[src/rtl/led_column_shifter.sv]
// led_column_shifter: serialises one row of RGB column data into a
// 74HC595-style chain, then blanks, latches and switches the row.
module led_column_shifter #(
  parameter int COLS         = 8,
  parameter int CLK_DIV      = 2,
  parameter int BLANK_CYCLES = 2,
  parameter int LATCH_CYCLES = 2
) (
  input  logic            clk,
  input  logic            rst_n,
  input  logic            load_valid,
  output logic            load_ready,
  input  logic [COLS-1:0] data_r,
  input  logic [COLS-1:0] data_g,
  input  logic [COLS-1:0] data_b,
  input  logic [2:0]      row_in,
  output logic            ser_out,
  output logic            ser_clk,
  output logic            latch,
  output logic            oe_n,
  output logic [2:0]      row_out,
  output logic            done
);

  localparam int W    = 3 * COLS;
  localparam int M1   = (CLK_DIV > BLANK_CYCLES) ?
                        CLK_DIV : BLANK_CYCLES;
  localparam int MAXC = (M1 > LATCH_CYCLES) ?
                        M1 : LATCH_CYCLES;
  localparam int CW   = (MAXC > 1) ? $clog2(MAXC) : 1;
  localparam int BW   = (W > 1) ? $clog2(W) : 1;

  localparam logic [CW-1:0] DIV_LAST = CW'(CLK_DIV - 1);
  localparam logic [CW-1:0] BLK_LAST = CW'(BLANK_CYCLES - 1);
  localparam logic [CW-1:0] LAT_LAST = CW'(LATCH_CYCLES - 1);
  localparam logic [BW-1:0] BIT_LAST = BW'(W - 1);

  typedef enum logic [1:0] {
    S_IDLE,
    S_SHIFT,
    S_BLANK,
    S_LATCH
  } state_t;

  state_t         state_q, state_d;
  logic [CW-1:0]  cnt_q, cnt_d;
  logic [BW-1:0]  bit_q, bit_d;
  logic [W-1:0]   sh_q, sh_d;
  logic [2:0]     row_q, row_d;
  logic           ser_out_d, ser_clk_d, latch_d;
  logic           oe_n_d, done_d, ready_d;
  logic [2:0]     row_out_d;

  // Next-state and next-output logic; every output is registered below.
  always_comb begin
    state_d   = state_q;
    cnt_d     = cnt_q;
    bit_d     = bit_q;
    sh_d      = sh_q;
    row_d     = row_q;
    ser_out_d = ser_out;
    ser_clk_d = ser_clk;
    latch_d   = latch;
    oe_n_d    = oe_n;
    row_out_d = row_out;
    done_d    = 1'b0;
    ready_d   = load_ready;
    unique case (state_q)
      S_IDLE: begin
        if (load_valid && load_ready) begin
          state_d   = S_SHIFT;
          sh_d      = {data_r, data_g, data_b};
          ser_out_d = data_r[COLS-1];
          ser_clk_d = 1'b0;
          cnt_d     = '0;
          bit_d     = '0;
          row_d     = row_in;
          ready_d   = 1'b0;
        end
      end
      S_SHIFT: begin
        if (cnt_q == DIV_LAST) begin
          cnt_d = '0;
          if (!ser_clk) begin
            ser_clk_d = 1'b1;
          end else begin
            ser_clk_d = 1'b0;
            if (bit_q == BIT_LAST) begin
              state_d = S_BLANK;
              oe_n_d  = 1'b1;
            end else begin
              bit_d     = bit_q + 1'b1;
              sh_d      = sh_q << 1;
              ser_out_d = sh_q[W-2];
            end
          end
        end else begin
          cnt_d = cnt_q + 1'b1;
        end
      end
      S_BLANK: begin
        if (cnt_q == BLK_LAST) begin
          cnt_d     = '0;
          state_d   = S_LATCH;
          latch_d   = 1'b1;
          row_out_d = row_q;
        end else begin
          cnt_d = cnt_q + 1'b1;
        end
      end
      S_LATCH: begin
        if (cnt_q == LAT_LAST) begin
          cnt_d   = '0;
          state_d = S_IDLE;
          latch_d = 1'b0;
          oe_n_d  = 1'b0;
          done_d  = 1'b1;
          ready_d = 1'b1;
        end else begin
          cnt_d = cnt_q + 1'b1;
        end
      end
      default: state_d = S_IDLE;
    endcase
  end

  // State, datapath and output registers; reset blanks the display.
  always_ff @(posedge clk or negedge rst_n) begin
    if (!rst_n) begin
      state_q    <= S_IDLE;
      cnt_q      <= '0;
      bit_q      <= '0;
      sh_q       <= '0;
      row_q      <= '0;
      ser_out    <= 1'b0;
      ser_clk    <= 1'b0;
      latch      <= 1'b0;
      oe_n       <= 1'b1;
      row_out    <= '0;
      done       <= 1'b0;
      load_ready <= 1'b1;
    end else begin
      state_q    <= state_d;
      cnt_q      <= cnt_d;
      bit_q      <= bit_d;
      sh_q       <= sh_d;
      row_q      <= row_d;
      ser_out    <= ser_out_d;
      ser_clk    <= ser_clk_d;
      latch      <= latch_d;
      oe_n       <= oe_n_d;
      row_out    <= row_out_d;
      done       <= done_d;
      load_ready <= ready_d;
    end
  end

endmodule
[config.mk]
export PLATFORM = sky130hd
export DESIGN_NAME = led_column_shifter
export DESIGN_NICKNAME = d
export VERILOG_FILES = /design/src/rtl/led_column_shifter.sv
export SDC_FILE = /design/constraint.sdc
export NUM_CORES = 1
export LEC_CHECK = 0
export ABC_AREA = 1
export BUFFER_PORTS_ARGS = -buffer_cell sky130_fd_sc_hd__clkbuf_2
export CORE_AREA = 2 2 80 82
export CTS_CLUSTER_SIZE = 28
export DETAILED_ROUTE_END_ITERATION = 12
export DIE_AREA = 0 0 82 84
export PLACE_DENSITY = 0.66
export SLEW_MARGIN = 20
export SYNTH_ARGS = -nofsm -noshare
export SYNTH_HDL_FRONTEND = slang
export SYNTH_SLANG_ARGS = --single-unit
[constraint.sdc]
create_clock -name clk -period 1.8 [get_ports clk]
set_clock_uncertainty 0.05 [all_clocks]
set_input_delay 0.09 -clock clk [delete_from_list [all_inputs] [get_ports clk]]
set_output_delay 0.09 -clock clk [all_outputs]
set_load 0.02 [all_outputs]
==> run summary, run 1 <==
In this run the tightest slew margin relative to its limit is 64.1%. Global routing used 15.6% of the available tracks across all layers. After routing the design area is 0.00275 sq mm.

The number of buffers added on ports is 38. The run gives 0 as the number of nets with antenna violations after detailed routing. Data on the critical path is required at its endpoint by 1.94 ns. The die outline width works out to 82 microns. Entering global routing, the biggest net connects 44 pins. The clock transition at the register clock pins on the worst setup and hold paths after CTS is 0.09 ns. When the netlist entered floorplanning its net count stood at 348. Traced cell by cell, the critical path runs through inv_1 -> ha_2 -> inv_2 -> nand2_1 -> nand2_2 -> nor2_8 -> nand3_2 -> buf_12 -> nand2_1 -> nand2_1.

The arrival time at the worst endpoint came out at 1.82 ns. Across the run, the number of max-cap violations was 0. In the post-route analysis, the smallest setup slack over all paths is 0.113 ns. The tools report the routed wire length as 4970 microns. The share of total power dissipated in combinational logic is 4.8%. Reg-to-reg startpoint: state_q[0]. In this run, the number of DRC markers left after iteration 0 of detailed routing was 151. Depth of the worst hold-timing path: 5. Once the floorplan was initialized, standard cells occupied 38.0% of the core.

The kind of cell with the highest combined delay along the critical path is simple AND/OR/NAND/NOR gates. Of all nets on the critical path, the largest fanout is 29. The largest buffer count on any clock path was 2.

Sorting the synthesized cells by how often they occur yields sky130_fd_sc_hd__nand2_1, sky130_fd_sc_hd__dfrtp_1, sky130_fd_sc_hd__nand4_1. The average footprint of a synthesized cell was 7.43 sq um; the clock buffer count from CTS was 5. The maximum single-stage delay on the critical path works out to 0.44 ns. The instance area at placement was 0.00259 sq mm; the worst vdd rail ir drop was 0.330 mV. By instance count, the leading cell after synthesis is sky130_fd_sc_hd__nand2_1. The leading register cell type out of synthesis is sky130_fd_sc_hd__dfrtp_1. The die covers 0.00689 sq mm. The cell type with the highest occurrence count on the critical path is sky130_fd_sc_hd__nand2_1. Worst-case register-to-register setup slack: 0.11 ns. The endpoint identified for the worst register-to-register timing path is sh_q[5]. TritonCTS built the clock tree. The nature of the critical path endpoint was a flip-flop.

In this run the cell area of the synthesized design comes to 0.00232 sq mm. The congestion estimate from routability-driven global placement came to 0.825. The number of buffers and inverters on the critical path is 3.

Yosys printed 0 warnings. In this run, synthesis produced a sequential element count of 43. Of the available clock period, the critical path in the final layout requires 93.7%.

The slowest stage of the critical path is the sky130_fd_sc_hd__dfrtp_1 cell. The worst setup path is launched from a flip-flop. Of the total power, the share spent switching nets is 22.4%. The depth of the worst register-to-register path is 10.

For the pin with the worst max-slew slack, the measured transition is 0.538 ns. For this design, the sink count on the clock tree is 43. The floorplan step set the die height to 84 microns. The area growth from synthesis to layout works out to 18.6%. Of the total power, the clock network draws 38.5%. The analysis attributes to cell leakage a power of 0.00160 uW. Dividing the detail-routed wire length by the instance count gives 11.5 microns.

The pre-CTS setup slack was 0.0236 ns; the global-route congestion overflow total was 0. Counting distinct cell types in the post-synthesis netlist gives 22. Counting flops with an async set or reset pin after synthesis yields a share of 100%. Synthesis produced 312 cells.

Yosys mapped a number of flops with a built-in enable equal to 0. CTS placed an instance of sky130_fd_sc_hd__clkbuf_8 at the clock tree root. The final layout net count is 389, and the worst-case hold slack is 0.0551 ns. The internal power of the cells totals 1320 uW. The share of final-layout standard cells stronger than drive strength 1 works out to 19.8%. Sequential cells account for 56.8% of the total power. The area fraction of the dominant cell type after synthesis is 44.3%, and the number of setup violations in the final report is 0. The run gives 0 as the initial antenna violation count. Derived from the worst setup path, the maximum achievable clock frequency is 593 MHz.

The biggest area contributor in the post-synthesis netlist is sky130_fd_sc_hd__dfrtp_1. The net load switching power was 381 uW; the number of global-route vias before repair was 1952. Across all layers, the routed design uses 2079 vias.

For the finished layout, the period the worst path requires is 1.69 ns. Summed over all nets, the half-perimeter wirelength after detailed placement is 3260 microns. The number of H-tree levels came out at 2. For the number of diodes added for antenna fixing, the log shows 0. The final-report max-slew violation count was 0; the number of I/O pins was 39.

The floorplan has 29 rows. Summing the sequential cell areas from Yosys gives 46.5% of the chip area. For this run, design rule violations remaining after detail routing come to 0. For this design the ratio of total power to cell area is 619 mW/mm^2. The worst setup path is of the reg -> reg kind. The run finished with clean final reports.

The first detailed-routing pass took 4 iterations. After the flow finishes, the layout carries non-filler instances totaling 431. The startpoint identified for the worst hold timing path is data_b[0]. In the routed layout, each cell is associated on average with a via count of 4.82. The tools report the setup TNS as 0 ns. In the post-synthesis netlist, the biggest area contributors are sky130_fd_sc_hd__dfrtp_1, sky130_fd_sc_hd__nand2_1, sky130_fd_sc_hd__nand4_1.

The logs give 419 for the number of instances in the placed design and 0.00610 sq mm for the core box area. The path with the worst hold slack has its endpoint at sh_q[0]. For the worst-skew pair, the clock arrives at the later sink with an insertion delay of 0.29 ns. The first global-routing pass estimated 8650 microns of wire. The number of failing hold endpoints at the final stage came out at 0.

In this run the worst hold path is classified as in -> reg.
-- power by group through the flow --
stage | registers, uW | logic [uW] | clock network (uW)
floorplan | 985 | 21.1 | 0
finish | 965 | 81.5 | 654
global placement | 984 | 76.9 | 0
CTS | 965 | 84.2 | 669
global route | 965 | 95.6 | 707
detailed placement | 984 | 77.6 | 0
-- registers in the layout (all words and copies together), names as in the netlist --
signal and cells:
sh_q 23, load_ready 1, ser_out 1, cnt_q 1, oe_n 1, latch 1, ser_clk 1, bit_q 5
done 1, row_q 3, row_out 3, state_q 2
-- metrics by stage --
stage	power [uW]	util, %
after global routing	1770	45.1
after detailed placement	1060	42.5
after CTS	1720	44.7
final	1700	45.1
after global placement	1060	42.5
after floorplan	1010	-
-- cell families (layout without fill, tap and decap cells) --
kind of cell    after synthesis  after routing  share of synthesized area (%)
compound gates                8              8                           1.89
buf+inv                      33             75                           6.59
simple gates                219            219                           40.3
flops                        43             43                           46.5
mux                           3              3                           1.46
fa+ha+maj                     6              6                           3.24
-- final cells by class --
cell class / count / area (sq um)
fillers: 641 / 3350
multi-input cells: 236 / 1110
flip-flops and latches: 43 / 1080
repair buffers: 51 / 310
well taps: 77 / 96.3
clock buffers: 7 / 86.3
inverters: 16 / 60.1
clock inverters: 1 / 8.76
-- placed cells by master (no fill, tap or decap), drive strengths merged --
cell,count
clkinv,1
inv,16
nor2,12
ha,6
nand4,30
a21oi,2
o21ai,6
or2,1
nand3,7
dfrtp,41
clkbuf,45
nand2,168
dfstp,2
mux2,3
dlygate4sd3,4
buf,9
nor3,1
-- worst register-to-register path, cell delays in order (launching register included) --
cell and delay, ns:
sky130_fd_sc_hd__dfrtp_1 0.44, sky130_fd_sc_hd__inv_1 0.14, sky130_fd_sc_hd__ha_2 0.22, sky130_fd_sc_hd__inv_2 0.06, sky130_fd_sc_hd__nand2_1 0.10, sky130_fd_sc_hd__nand2_2 0.10
sky130_fd_sc_hd__nor2_8 0.10, sky130_fd_sc_hd__nand3_2 0.09, sky130_fd_sc_hd__buf_12 0.18, sky130_fd_sc_hd__nand2_1 0.08, sky130_fd_sc_hd__nand2_1 0.05
-- how the worst max path moves through the flow --
stage / start / end / slack (ns) / cells past startpoint
3_5_place_dp: state_q[1] / sh_q[18] / 0.02 / 10
4_1_cts: state_q[1] / sh_q[18] / 0.02 / 10
2_1_floorplan: state_q[1] / ser_out / 0.1 / 12
6_report: state_q[0] / sh_q[5] / 0.11 / 10
3_3_place_gp: state_q[1] / sh_q[7] / 0.11 / 10
5_1_grt: state_q[0] / bit_q[3] / -0.02 / 10
-- routing by layer --
layer / global-route usage, % / vias up / routed length (microns)
li1: - / 1071 / -
met1: 21.2 / 965 / 2370
met2: 25.2 / 36 / 2390
met3: 2.71 / 7 / 139
met4: 4.70 / 0 / 74
met5: 0 / - / 0
-- timing repair --
| action | 4_1_cts | 5_1_grt |
|---|---|---|
| endpoints found under the setup margin | 0 | 31 |
| hold buffers | 4 | 0 |
| gates resized for setup | 0 | 4 |
| setup buffers | 0 | 0 |
| endpoints found under the hold margin | 44 | 0 |
Power figures use the tool's default switching activity.
==> run 2, diff against run 1 <==
PLACE_DENSITY = default   (was 0.66)
PLACE_DENSITY_LB_ADDON = 0.08   (was default)
==> run 2 against run 1 <==
Net effect:
- non-clock buffer count grew 5
- critical endpoint is now bit_q[1]
- global-route usage up 1.9 points
- clock power increased by 16%
- register-to-register slack improved by 0.05 ns
- via count down 0.58%
- worst hold slack worse by 0.011 ns
- combinational power barely moved
- die area unchanged
- design area increased by 1.1%
- first-iteration DRC count is 34% lower
- routed wire length is 8.0% higher
==> run summary, run 2 (synthesis gave the netlist of run 1 again) <==
The largest buffer count on any clock path is 2 (unchanged). Leaving out fill and tap cells, the most frequent cell in the layout is sky130_fd_sc_hd__nand2_1. The top cell types in the final layout, fill and taps aside, are sky130_fd_sc_hd__nand2_1, sky130_fd_sc_hd__dfrtp_1, sky130_fd_sc_hd__clkbuf_2. Flip-flop count of the largest register after layout: 23 (unchanged).

The final-report max-slew violation count was 0 (unchanged). Number of instances in the placed design: 424 (+1.2%). For the initial standard-cell utilization of the core, the log shows 38.0% (unchanged). The worst hold path begins at data_b[0]. The tools report the number of failing hold endpoints at the final stage as 0 (unchanged). Final layout net count: 394 (+1.3%). The die height was 84 microns (unchanged). Routability congestion estimate: 0.754 (-8.6%).

The power per unit of standard cell area is 649 mW/mm^2 (+4.9%). The post-layout instance area was 0.00278 sq mm (+1.1%); the number of sinks driven by the clock tree was 43 (unchanged). The arrival time at the worst endpoint was 1.78 ns (-0.04 ns). The slew of the pin with the lowest slew margin works out to 0.560 ns (+0.0223 ns).

Setup repair after global routing left no endpoint under its margin. The depth of the worst hold-timing path works out to 5 (unchanged). The post-route fraction of the period consumed by the critical path came out at 91.1% (-2.6 points). Category of the critical setup timing path: reg -> reg. The clock buffer count from CTS came out at 5 (unchanged). The largest driver fanout on the critical path was 16 (-45%).

The tools report the setup TNS as 0 ns (unchanged). The largest registers in the layout are sh_q: 23 flops, bit_q: 5 flops. The instance area at placement was 0.00262 sq mm (+0.97%); the initial antenna violation count was 0 (unchanged). The run gives 0.00610 sq mm (unchanged) as the core box area. The overall global routing resource usage is 17.5% (+1.9 points). The number of DRC markers after the initial detailed-route iteration was 100 (-34%).

Tracing the worst setup path back leads to its startpoint at state_q[1]. The worst setup path is captured at a flip-flop. The setup fix buffers added after clock tree synthesis was 0 (unchanged); the global-route congestion overflow total was 0 (unchanged).

The clock root buffer was sky130_fd_sc_hd__clkbuf_8. The pin count of the biggest net entering global routing is 44 (unchanged). The logs give 436 (+1.2%) for the filler-free cell count of the finished design and 634 (-1.1%) for the total of fill cells in the finished design. Global-route wire length before repair: 9330 microns (+7.9%). The routed wire length was 5360 microns (+8.0%).

The die outline width was 82 microns (unchanged). The reg-to-reg startpoint was state_q[1]. The detail-routed via count per cell was 4.74 (-1.7%). The logs give 2067 (-0.58%) for the vias after detailed routing and 4 (unchanged) for the iteration count of the initial detailed-routing pass. The most flop-heavy register was sh_q. The number of global-route vias before repair was 1955 (+0.15%); the clock latency on the worst-skew pair was 0.30 ns (about the same).

The leakage power of the design is 0.00162 uW (+1.1%), and the number of diodes added for antenna fixing is 0 (unchanged). Average wire length per cell after detail routing: 12.3 microns (+6.8%). The clock transition at the register clock pins on the worst setup and hold paths after CTS works out to 0.09 ns (about the same). The maximum achievable frequency was 610 MHz (+2.9%). The logs give 0.0445 ns (-0.0106 ns) for the worst-case hold slack and 39 (unchanged) for the number of I/O pins. The tools report the endpoint with the worst hold slack as sh_q[0].

The run finished with clean final reports. The capturing point of the worst reg2reg path is bit_q[1]. Number of nets with antenna violations after detailed routing: 0 (unchanged).

The worst-case register-to-register setup slack was 0.16 ns (+0.05 ns). The number of buffers added on ports is 38 (unchanged), and the relative slew slack is 62.6% (-1.5 points). The share of final-layout standard cells stronger than drive strength 1 is 21.2% (+1.4 points), and the area growth from synthesis to layout is 20.0%. Depth of the worst register-to-register path: 10 (unchanged). Number of rows created at floorplan: 29 (unchanged). For the number of max-capacitance violations reported, the log shows 0 (unchanged). The time the worst path needs with I/O delays and setup is 1.64 ns (-0.0468 ns), and the worst path required time is 1.94 ns (about the same). The startpoint type of the worst setup path is a flip-flop. The path class of the lowest-slack min-delay path is in -> reg. TritonCTS built the clock tree.

The tools report the core utilization of the finished layout as 45.6% (+0.51 points). The worst vdd rail ir drop is 0.320 mV (-3.0%). The logs give 3590 microns (+10%) for the detailed placer's ending HPWL and 0.00689 sq mm (unchanged) for the overall die area. The run gives 2 (unchanged) as the number of H-tree levels.

The logs give 0 (unchanged) for the number of setup violations in the final report and 0 (unchanged) for the remaining routing DRC violations.
-- run 2: cell types whose count changed in the layout (fill, tap and decap cells not counted), sizes merged --
cell,delta
buf,+5
clkinv,-1
bufinv,+1
-- run 2: how the worst max path moves through the flow --
stage / slack, ns / endpoint / cells past startpoint
detailed placement: 0.10 / sh_q[10] / 7
CTS: 0.07 / bit_q[1] / 7
global placement: 0.14 / sh_q[17] / 7
global route: 0.006 / sh_q[17] / 10
floorplan: 0.1 / ser_out / 12
finish: 0.16 / bit_q[1] / 10
-- run 2: final cells by class --
cell class	count	area [sq um]	area share, %
clock inverters	1	30.0	1.08
flip-flops and latches	43	1080	38.8
multi-input cells	236	1100	39.7
repair buffers	56	335	12.1
well taps	77	96.3	3.47
inverters	16	60.1	2.16
clock buffers	7	76.3	2.75
-- run 2: timing repair --
action	CTS	global route
hold buffers	4	0
resized for setup	0	5
endpoints found under the hold margin	44	0
setup endpoints to repair	0	29
-- run 2: where the power goes --
group | switching [uW] | total, uW | internal [uW] | leakage (uW)
Combinational | 42.2 | 81.4 | 39.2 | 0.000971
Sequential | 0 | 965 | 965 | 0.000594
Clock | 341 | 757 | 416 | 0.0000524
-- run 2: stage by stage --
step                setup WS [ns]  total power (uW)
floorplan                  0.0968              1010
global placement            0.139              1060
detailed placement          0.105              1060
CTS                        0.0741              1820
global route              0.00578              1880
finish                      0.160              1800
-- run 2: critical path, cell delays in order, from the launching register on --
cell	delay, ns
sky130_fd_sc_hd__dfrtp_1	0.38
sky130_fd_sc_hd__inv_1	0.10
sky130_fd_sc_hd__ha_2	0.28
sky130_fd_sc_hd__inv_2	0.05
sky130_fd_sc_hd__nand2_1	0.09
sky130_fd_sc_hd__nand2_2	0.09
sky130_fd_sc_hd__nor2_8	0.10
sky130_fd_sc_hd__nand3_2	0.07
sky130_fd_sc_hd__buf_4	0.21
sky130_fd_sc_hd__nand2_1	0.08
sky130_fd_sc_hd__nand2_1	0.04
-- run 2: per-layer routing --
layer	vias to the layer above	global-route usage [%]	wire length (microns)
li1	1081	-	-
met1	952	26.0	2770
met2	28	25.6	2360
met3	6	3.25	158
met4	0	5.00	70
met5	-	0	0
